[src/rtl/clked_edge_oneshot_multi_if.sv]
`default_nettype none
// ============================================================================
// Module      : clked_edge_oneshot_multi_if
// Description : Control/status bundle for the multi-channel edge one-shot.
// Revision    : 1.0 - initial release
// ============================================================================
interface clked_edge_oneshot_multi_if #(
  parameter int CHANNELS = 4
);
  logic [CHANNELS-1:0]   input_pulse;
  logic [2*CHANNELS-1:0] edge_sel;
  logic                  ovr_clr;
  logic [CHANNELS-1:0]   oneshot;
  logic [CHANNELS-1:0]   overrun;
  logic                  any_active;

  modport master (
    output input_pulse,
    output edge_sel,
    output ovr_clr,
    input  oneshot,
    input  overrun,
    input  any_active
  );

  modport slave (
    input  input_pulse,
    input  edge_sel,
    input  ovr_clr,
    output oneshot,
    output overrun,
    output any_active
  );
endinterface
`default_nettype wire

[src/rtl/clked_edge_oneshot_multi.sv]
`default_nettype none
// ============================================================================
// Module      : clked_edge_oneshot_multi
// Description : Per-channel synchronised edge detector driving a one-shot pulse.
// Revision    : 1.0 - initial release
// ============================================================================
module clked_edge_oneshot_multi #(
  parameter int CHANNELS    = 4,
  parameter int PULSE_LEN   = 1,
  parameter int SYNC_STAGES = 2,
  parameter int RETRIGGER   = 0
) (
  input  wire logic                     clk,
  input  wire logic                     reset,
  clked_edge_oneshot_multi_if.slave     bus
);

  localparam int CNT_W     = $clog2(PULSE_LEN + 1);
  localparam int ARM_EDGES = SYNC_STAGES + 1;
  localparam int ARM_W     = $clog2(ARM_EDGES + 1);
  localparam logic [CNT_W-1:0] CNT_RELOAD = CNT_W'(PULSE_LEN - 1);

  typedef enum logic {
    ST_IDLE  = 1'b0,
    ST_PULSE = 1'b1
  } state_t;

  logic [CHANNELS-1:0] w_d;
  logic [CHANNELS-1:0] r_prev;
  logic [CHANNELS-1:0] w_hit;
  logic [CHANNELS-1:0] w_pulse_nxt;
  logic [CHANNELS-1:0] w_oneshot;
  logic [CHANNELS-1:0] w_overrun;
  logic [ARM_W-1:0]    r_arm_cnt;
  logic                w_armed;
  logic                r_any_active;

  // Detection stays off until prev has caught up with the synchroniser
  // contents, so a level held through reset never looks like an edge.
  assign w_armed = (r_arm_cnt == ARM_W'(ARM_EDGES));

  always_ff @(posedge clk) begin
    if (reset) begin
      r_arm_cnt <= '0;
    end else if (!w_armed) begin
      r_arm_cnt <= r_arm_cnt + ARM_W'(1);
    end
  end

  generate
    if (SYNC_STAGES == 0) begin : g_nosync
      assign w_d = bus.input_pulse;
    end else begin : g_sync
      logic [CHANNELS-1:0] r_sync [SYNC_STAGES];

      always_ff @(posedge clk) begin
        if (reset) begin
          for (int s = 0; s < SYNC_STAGES; s++) begin
            r_sync[s] <= '0;
          end
        end else begin
          r_sync[0] <= bus.input_pulse;
          for (int s = 1; s < SYNC_STAGES; s++) begin
            r_sync[s] <= r_sync[s-1];
          end
        end
      end

      assign w_d = r_sync[SYNC_STAGES-1];
    end
  endgenerate

  always_ff @(posedge clk) begin
    if (reset) begin
      r_prev <= '0;
    end else begin
      r_prev <= w_d;
    end
  end

  always_comb begin
    w_hit = '0;
    for (int i = 0; i < CHANNELS; i++) begin
      w_hit[i] = w_armed &
                 ((bus.edge_sel[2*i]   & w_d[i] & ~r_prev[i]) |
                  (bus.edge_sel[2*i+1] & ~w_d[i] & r_prev[i]));
    end
  end

  generate
    for (genvar i = 0; i < CHANNELS; i++) begin : g_ch
      state_t           r_state;
      state_t           w_state_nxt;
      logic [CNT_W-1:0] r_cnt;
      logic [CNT_W-1:0] w_cnt_nxt;
      logic             r_ovr;
      logic             w_ovr_nxt;

      always_ff @(posedge clk) begin
        if (reset) begin
          r_state <= ST_IDLE;
          r_cnt   <= '0;
          r_ovr   <= 1'b0;
        end else begin
          r_state <= w_state_nxt;
          r_cnt   <= w_cnt_nxt;
          r_ovr   <= w_ovr_nxt;
        end
      end

      // Clear is applied first so a lost edge on the same clock re-sets the flag.
      always_comb begin
        w_state_nxt = r_state;
        w_cnt_nxt   = r_cnt;
        w_ovr_nxt   = r_ovr & ~bus.ovr_clr;
        case (r_state)
          ST_IDLE: begin
            if (w_hit[i]) begin
              w_state_nxt = ST_PULSE;
              w_cnt_nxt   = CNT_RELOAD;
            end
          end
          ST_PULSE: begin
            if (r_cnt == '0) begin
              if (w_hit[i]) begin
                w_cnt_nxt = CNT_RELOAD;
              end else begin
                w_state_nxt = ST_IDLE;
              end
            end else if (w_hit[i] && (RETRIGGER != 0)) begin
              w_cnt_nxt = CNT_RELOAD;
            end else begin
              w_cnt_nxt = r_cnt - CNT_W'(1);
              if (w_hit[i]) begin
                w_ovr_nxt = 1'b1;
              end
            end
          end
          default: begin
            w_state_nxt = ST_IDLE;
          end
        endcase
      end

      assign w_pulse_nxt[i] = (w_state_nxt == ST_PULSE);
      assign w_oneshot[i]   = (r_state == ST_PULSE);
      assign w_overrun[i]   = r_ovr;
    end
  endgenerate

  always_ff @(posedge clk) begin
    if (reset) begin
      r_any_active <= 1'b0;
    end else begin
      r_any_active <= |w_pulse_nxt;
    end
  end

  assign bus.oneshot    = w_oneshot;
  assign bus.overrun    = w_overrun;
  assign bus.any_active = r_any_active;

endmodule
`default_nettype wire

[src/flat_wrapper.sv]
// flat-port wrapper written by rule: the top's interface ports become plain ports
module clked_edge_oneshot_multi_flat 
#(
  parameter int CHANNELS    = 4,
  parameter int PULSE_LEN   = 1,
  parameter int SYNC_STAGES = 2,
  parameter int RETRIGGER   = 0
)
  (clk, reset, bus_input_pulse, bus_edge_sel, bus_ovr_clr, bus_oneshot, bus_overrun, bus_any_active);
  clked_edge_oneshot_multi_if #(.CHANNELS(CHANNELS)) bus_i ();
  input  wire logic clk;
  input  wire logic reset;
  input wire logic [$bits(bus_i.input_pulse)-1:0] bus_input_pulse;
  input wire logic [$bits(bus_i.edge_sel)-1:0] bus_edge_sel;
  input wire logic [$bits(bus_i.ovr_clr)-1:0] bus_ovr_clr;
  output wire logic [$bits(bus_i.oneshot)-1:0] bus_oneshot;
  output wire logic [$bits(bus_i.overrun)-1:0] bus_overrun;
  output wire logic [$bits(bus_i.any_active)-1:0] bus_any_active;
  assign bus_i.input_pulse = bus_input_pulse;
  assign bus_i.edge_sel = bus_edge_sel;
  assign bus_i.ovr_clr = bus_ovr_clr;
  assign bus_oneshot = bus_i.oneshot;
  assign bus_overrun = bus_i.overrun;
  assign bus_any_active = bus_i.any_active;
  clked_edge_oneshot_multi #(.CHANNELS(CHANNELS), .PULSE_LEN(PULSE_LEN), .SYNC_STAGES(SYNC_STAGES), .RETRIGGER(RETRIGGER)) u_core (.clk(clk), .reset(reset), .bus(bus_i));
endmodule
[config.mk]
export PLATFORM = sky130hd
export DESIGN_NAME = clked_edge_oneshot_multi_flat
export DESIGN_NICKNAME = d
export VERILOG_FILES = /design/src/rtl/clked_edge_oneshot_multi_if.sv /design/src/rtl/clked_edge_oneshot_multi.sv /design/src/flat_wrapper.sv
export SDC_FILE = /design/constraint.sdc
export NUM_CORES = 1
export LEC_CHECK = 0
export CAP_MARGIN = 10
export CORE_UTILIZATION = 30
export CTS_BUF_LIST = sky130_fd_sc_hd__clkbuf_2 sky130_fd_sc_hd__clkbuf_4 sky130_fd_sc_hd__clkbuf_8
export CTS_CLUSTER_SIZE = 24
export DETAILED_ROUTE_END_ITERATION = 16
export GPL_TIMING_DRIVEN = 0
export REMOVE_ABC_BUFFERS = 1
export SYNTH_ARGS = -nofsm -noshare
export SYNTH_HDL_FRONTEND = slang
export SYNTH_SLANG_ARGS = --single-unit
[constraint.sdc]
create_clock -name clk -period 1.2 [get_ports clk]
set_input_delay 0.12 -clock clk [delete_from_list [all_inputs] [get_ports clk]]
set_output_delay 0.12 -clock clk [all_outputs]
set_load 0.02 [all_outputs]
# [After elaboration in Yosys (flattened, before gate mapping)]
# Memories as Yosys holds them, arrays and structs flattened.
# Index checks and enable logic that the tools add are counted.
[op_classes] n_eq_ne=5 muxes=41 n_bitwise=43 add_sub_neg=5 reduce_logical=1
[ops] op="$mux W1" count=31
[ops] op="$and A1 B1 Y1" count=24
[ops] op="$pmux W1 S2" count=8
[ops] op="$not A1 Y1" count=13
[ops] op="$mux W4" count=2
[ops] op="$ne A2 B1 Y1 const B" count=4
[ops] op="$or A1 B1 Y1" count=6
[ops] op="$reduce_or A4 Y1" count=1
[ops] op="$sub A1 B1 Y1 const B" count=4
[ops] op="$add A2 B1 Y2 const B" count=1
[ops] op="$eq A2 B2 Y1 const B" count=1
[totals] n_memories=1 mem_bits_rw=8 regBits=19
[memory_table] name="u_core.g_sync.r_sync" depth=2 width=4 read_ports=2 rd_clocked_by_memory_dff=0 wr=2 line="clked_edge_oneshot_multi.sv:54" text="logic [CHANNELS-1:0] r_sync [SYNC_STAGES];"

# [Depth between registers and ports, before layout]
[logic_depth] word_depth=9 ltp_mapped=3 ltp_nobuf=3

# [Worst setup path after synthesis]
# No wires, ideal clock.
[synth_timing] path_kind="flip-flop to flip-flop" start="register u_core.r_arm_cnt[0]" end="register u_core.r_any_active, in the netlist u_core.bus.any_active" path_stages_with_launch=4 period_less_slack_ns=0.952 slack_ns=0.248 arrival_time_ns=0.876 path_buffers=0 setup_ns=0.077 required_time_ns=1.123 path_cell_list="dfxtp_1 -> ha_1 -> o21ai_1 -> a41oi_2"
[synth_via] elab_chain_len=6
[synth_lines] item="start, declared" line="clked_edge_oneshot_multi.sv:34" text="logic [ARM_W-1:0] r_arm_cnt;"
[synth_lines] item="start signal, assigned" line="clked_edge_oneshot_multi.sv:46" text="r_arm_cnt <= r_arm_cnt + ARM_W'(1);"
[synth_lines] item="$eq A2 B2 Y1 (*)" line="clked_edge_oneshot_multi.sv:40" text="assign w_armed = (r_arm_cnt == ARM_W'(ARM_EDGES));"
[synth_lines] item="$and A1 B1 Y1" line="clked_edge_oneshot_multi.sv:84" text="w_hit[i] = w_armed &"
[synth_lines] item="$mux W1" line="clked_edge_oneshot_multi.sv:118, clked_edge_oneshot_multi.sv:125"
[synth_lines] item="$mux W1" line="clked_edge_oneshot_multi.sv:124" text="if (r_cnt == '0) begin"
[synth_lines] item="$pmux W1 S2" line="clked_edge_oneshot_multi.sv:116" text="case (r_state)"
[synth_lines] item="$reduce_or A4 Y1 (*)" line="clked_edge_oneshot_multi.sv:155" text="r_any_active <= |w_pulse_nxt;"
[synth_lines] item="end signal, assigned" line="clked_edge_oneshot_multi.sv:155"
[synth_lines] item="end, declared" line="clked_edge_oneshot_multi.sv:36" text="logic r_any_active;"
# Mark *: on every way between the ends. The rest lies on a longest branch, timed or not.
# A chain may end at the register's enable or synchronous reset.

# [Final worst setup path]
[layout_timing] start="register u_core.g_ch[2].r_ovr" end="output port bus_overrun[2]"
[layout_rtl] item="start, declared" line="clked_edge_oneshot_multi.sv:96" text="logic r_ovr;"
[layout_rtl] item="start signal, assigned" line="clked_edge_oneshot_multi.sv:107" text="r_ovr <= w_ovr_nxt;"
[layout_rtl] item="end, declared" line="flat_wrapper.sv:17" text="output wire logic [$bits(bus_i.overrun)-1:0] bus_overrun;"
# No word-level cell between the ends.

==> impl_metrics.toml <==
[outcome]
status = "finished clean"

[worst_setup_path]
endpoint_kind = "output port"
crit_chain = "dlygate4sd2_1"
required_ns = 1.08
crit_fanout = 2
critical_path.startpoint = "u_core.g_ch[2].r_ovr"
cp_num_cells = 1
slowest_delay_ns = 0.35
cpLargestDelayFamily = "flip-flops"
reg2reg_depth = 3
crit_slowest_cell = "dfxtp_1"
arrival_ns = 0.97
path_buf_inv = 1
critPathKind = "reg2out"
start_kind = "register"
r2r_start = "u_core.r_arm_cnt[0]"

[sta]
skew_ns = 0.00437
fin_crit_sh = 0.906
worst_slack_ns = 0.113
slew_headroom = 0.530
slew_viol_final = 0
worstMarginPinSlew_ns = 0.704
hold_slack_ns = 0.362
max_freq_mhz = 920
hold_violations = 0
finalSetupViolations = 0
period_needed_ns = 1.09
rsz0062_at_grt = "no"

[routing]
drt_iter0_drc = 4
vias = 512
wl_per_cell_um = 9.69
drt_wl_total_um = 1150
vias_per_cell = 4.30
ant_nets = 0
dr.pass1.iters = 2
drc_errors = 0

[clocking]
root_buffer = "clkbuf_4"
cts_max_level = 1
numCtsBuffers = 3
clock_path_buffers = 2
clk_latency_ns = 0.29
cts_tree = "yes"
postCtsSetupBuffers = 0
cts_num_sinks = 23
hold_buffers = 0
clk_pin_slew_ns = 0.11

[hold_path]
min_from = "bus_input_pulse[0]"
hold_path.class = "in2reg"
whs_path_depth = 2

[die]
dieArea_um2 = 2880
core_area_um2 = 2500
ios = 24
die_h_um = 53.7
core.rowCount = 18
die_w_um = 53.7
initial_utilization = 0.320

[finish]
drive_gt1_frac = 0.0899
finalNetCount = 106
final_cell_mix = "dfxtp_1, clkdlybuf4s50_1, nor2b_1"
n_antenna_cell = 0
final_common_cell = "dfxtp_1"
syn2layout_area_growth_pct = 27.2
fin_util = 0.407

[global_route]
antenna_found_initial = 0
grt_overflow = 0
grt_usage = 0.0941
grt_start_max_net_pins = 21
grt_pass1_vias = 473
grt_pass1_wl_um = 1870

[logic_synthesis]
syn_area_um2 = 801
yosysSeqAreaShare = 0.575
yosysWarnings = 0
yosysUniqueCellTypes = 14
synthCells = 72
ys_seq_elements = 23
syn_avg_cell_area_um2 = 11.1

[power]
leakage_nw = 0.461
share_comb_of_total_power = 0.097
powerDensity_nw_per_um2 = 1270
p_int_mw = 1.03
switching_share = 0.205
power_frac_clock = 0.274
seqPwrFrac = 0.629
p_switching_mw = 0.265
peakVddDrop_mv = 0.552

[job]
cap_viol_max_count = 0

[placement]
dp_worst_setup_slack_ns = -0.361
dp_hpwl_um = 870
io_buffers = 23
gp_congestion = 0.574
[sequential cells by signal (all words and copies together) (netlist names)]
signal and count:
u_core.r_arm_cnt 2, u_core.g_ch.r_ovr 4, u_core.bus.any_active 1, u_core.g_ch.r_state 4, u_core.g_sync.r_sync 8, u_core.r_prev 4
[layout make-up]
| cell class | instances | area, um^2 |
|---|---|---|
| Fill cell | 257 | 1480 |
| Sequential cell | 23 | 460 |
| Multi-Input combinational cell | 39 | 273 |
| Timing Repair Buffer | 23 | 218 |
| Tap cell | 30 | 37.5 |
| Clock buffer | 4 | 30.0 |
[power groups by stage]
stage,sequential (mW),clock [mW],combinational (mW)
final,0.812,0.354,0.126
after global routing,0.817,0.412,0.139
after CTS,0.812,0.378,0.127
after detailed placement,0.829,0,0.128
after global placement,0.827,0,0.122
after floorplan,0.827,0,0.0565
[repair_timing]
item / 4_1_cts / 5_1_grt
endpoints found under the setup margin: 13 / 1
gates resized for setup: 10 / 1
pin swaps: 0 / 0
[synth_stat cells]
cell type	count	area, um^2
dfxtp_1	23	460
nor2b_1	11	68.8
and3b_1	8	70.1
buf_4	8	60.1
nor2_1	7	26.3
and2_1	4	25.0
o21ai_1	3	15.0
buf_2	2	10.0
a41oi_2	1	16.3
ha_1	1	12.5
mux2i_1	1	10.0
nor2b_2	1	8.76
o21ai_2	1	8.76
xor2_1	1	8.76
[per-layer routing]
metal  global-route usage  vias up  wire length (um)  part of all wire
met5                    0        -                 0                 0
met4               0.0658        0                10            0.0087
met3               0.0282        2                70             0.061
met2                0.142       15               546              0.47
met1                0.113      233               526              0.46
li1                     -      262                 -                 -
[path summary, 6_finish.rpt]
check	end	slack [ns]
hold / removal	u_core.g_sync.r_sync[0][0]	0.36
setup / recovery	bus_overrun[2]	0.11
hold reg to reg	u_core.g_sync.r_sync[0][5]	0.45
setup reg to reg	u_core.bus.any_active	0.18
[worst reg2reg max path, cell delays in order (launching register included)]
cell and delay [ns]:
dfxtp_1 0.38, ha_2 0.28, o21ai_1 0.13, a41oi_2 0.18
[logic make-up after synthesis]
| group | share of synthesized area |
|---|---|
| adder cells (fa/ha/maj) | 0.0156 |
| buffers and inverters | 0.0875 |
| XOR/XNOR | 0.0109 |
| multiplexers | 0.0125 |
| AO/OA/AOI/OAI | 0.0500 |
| flip-flops | 0.575 |
| AND/OR/NAND/NOR | 0.248 |
[stage by stage]
step	instances	TNS [ns]	total power [mW]	area (um^2)
global placement	115	-3.62	0.949	998
CTS	119	0	1.32	1020
floorplan	62	0	0.884	731
global route	119	0	1.37	1020
finish	119	0	1.29	1020
detailed placement	115	-3.98	0.957	998
No activity file was read; power rests on OpenSTA's default activity.
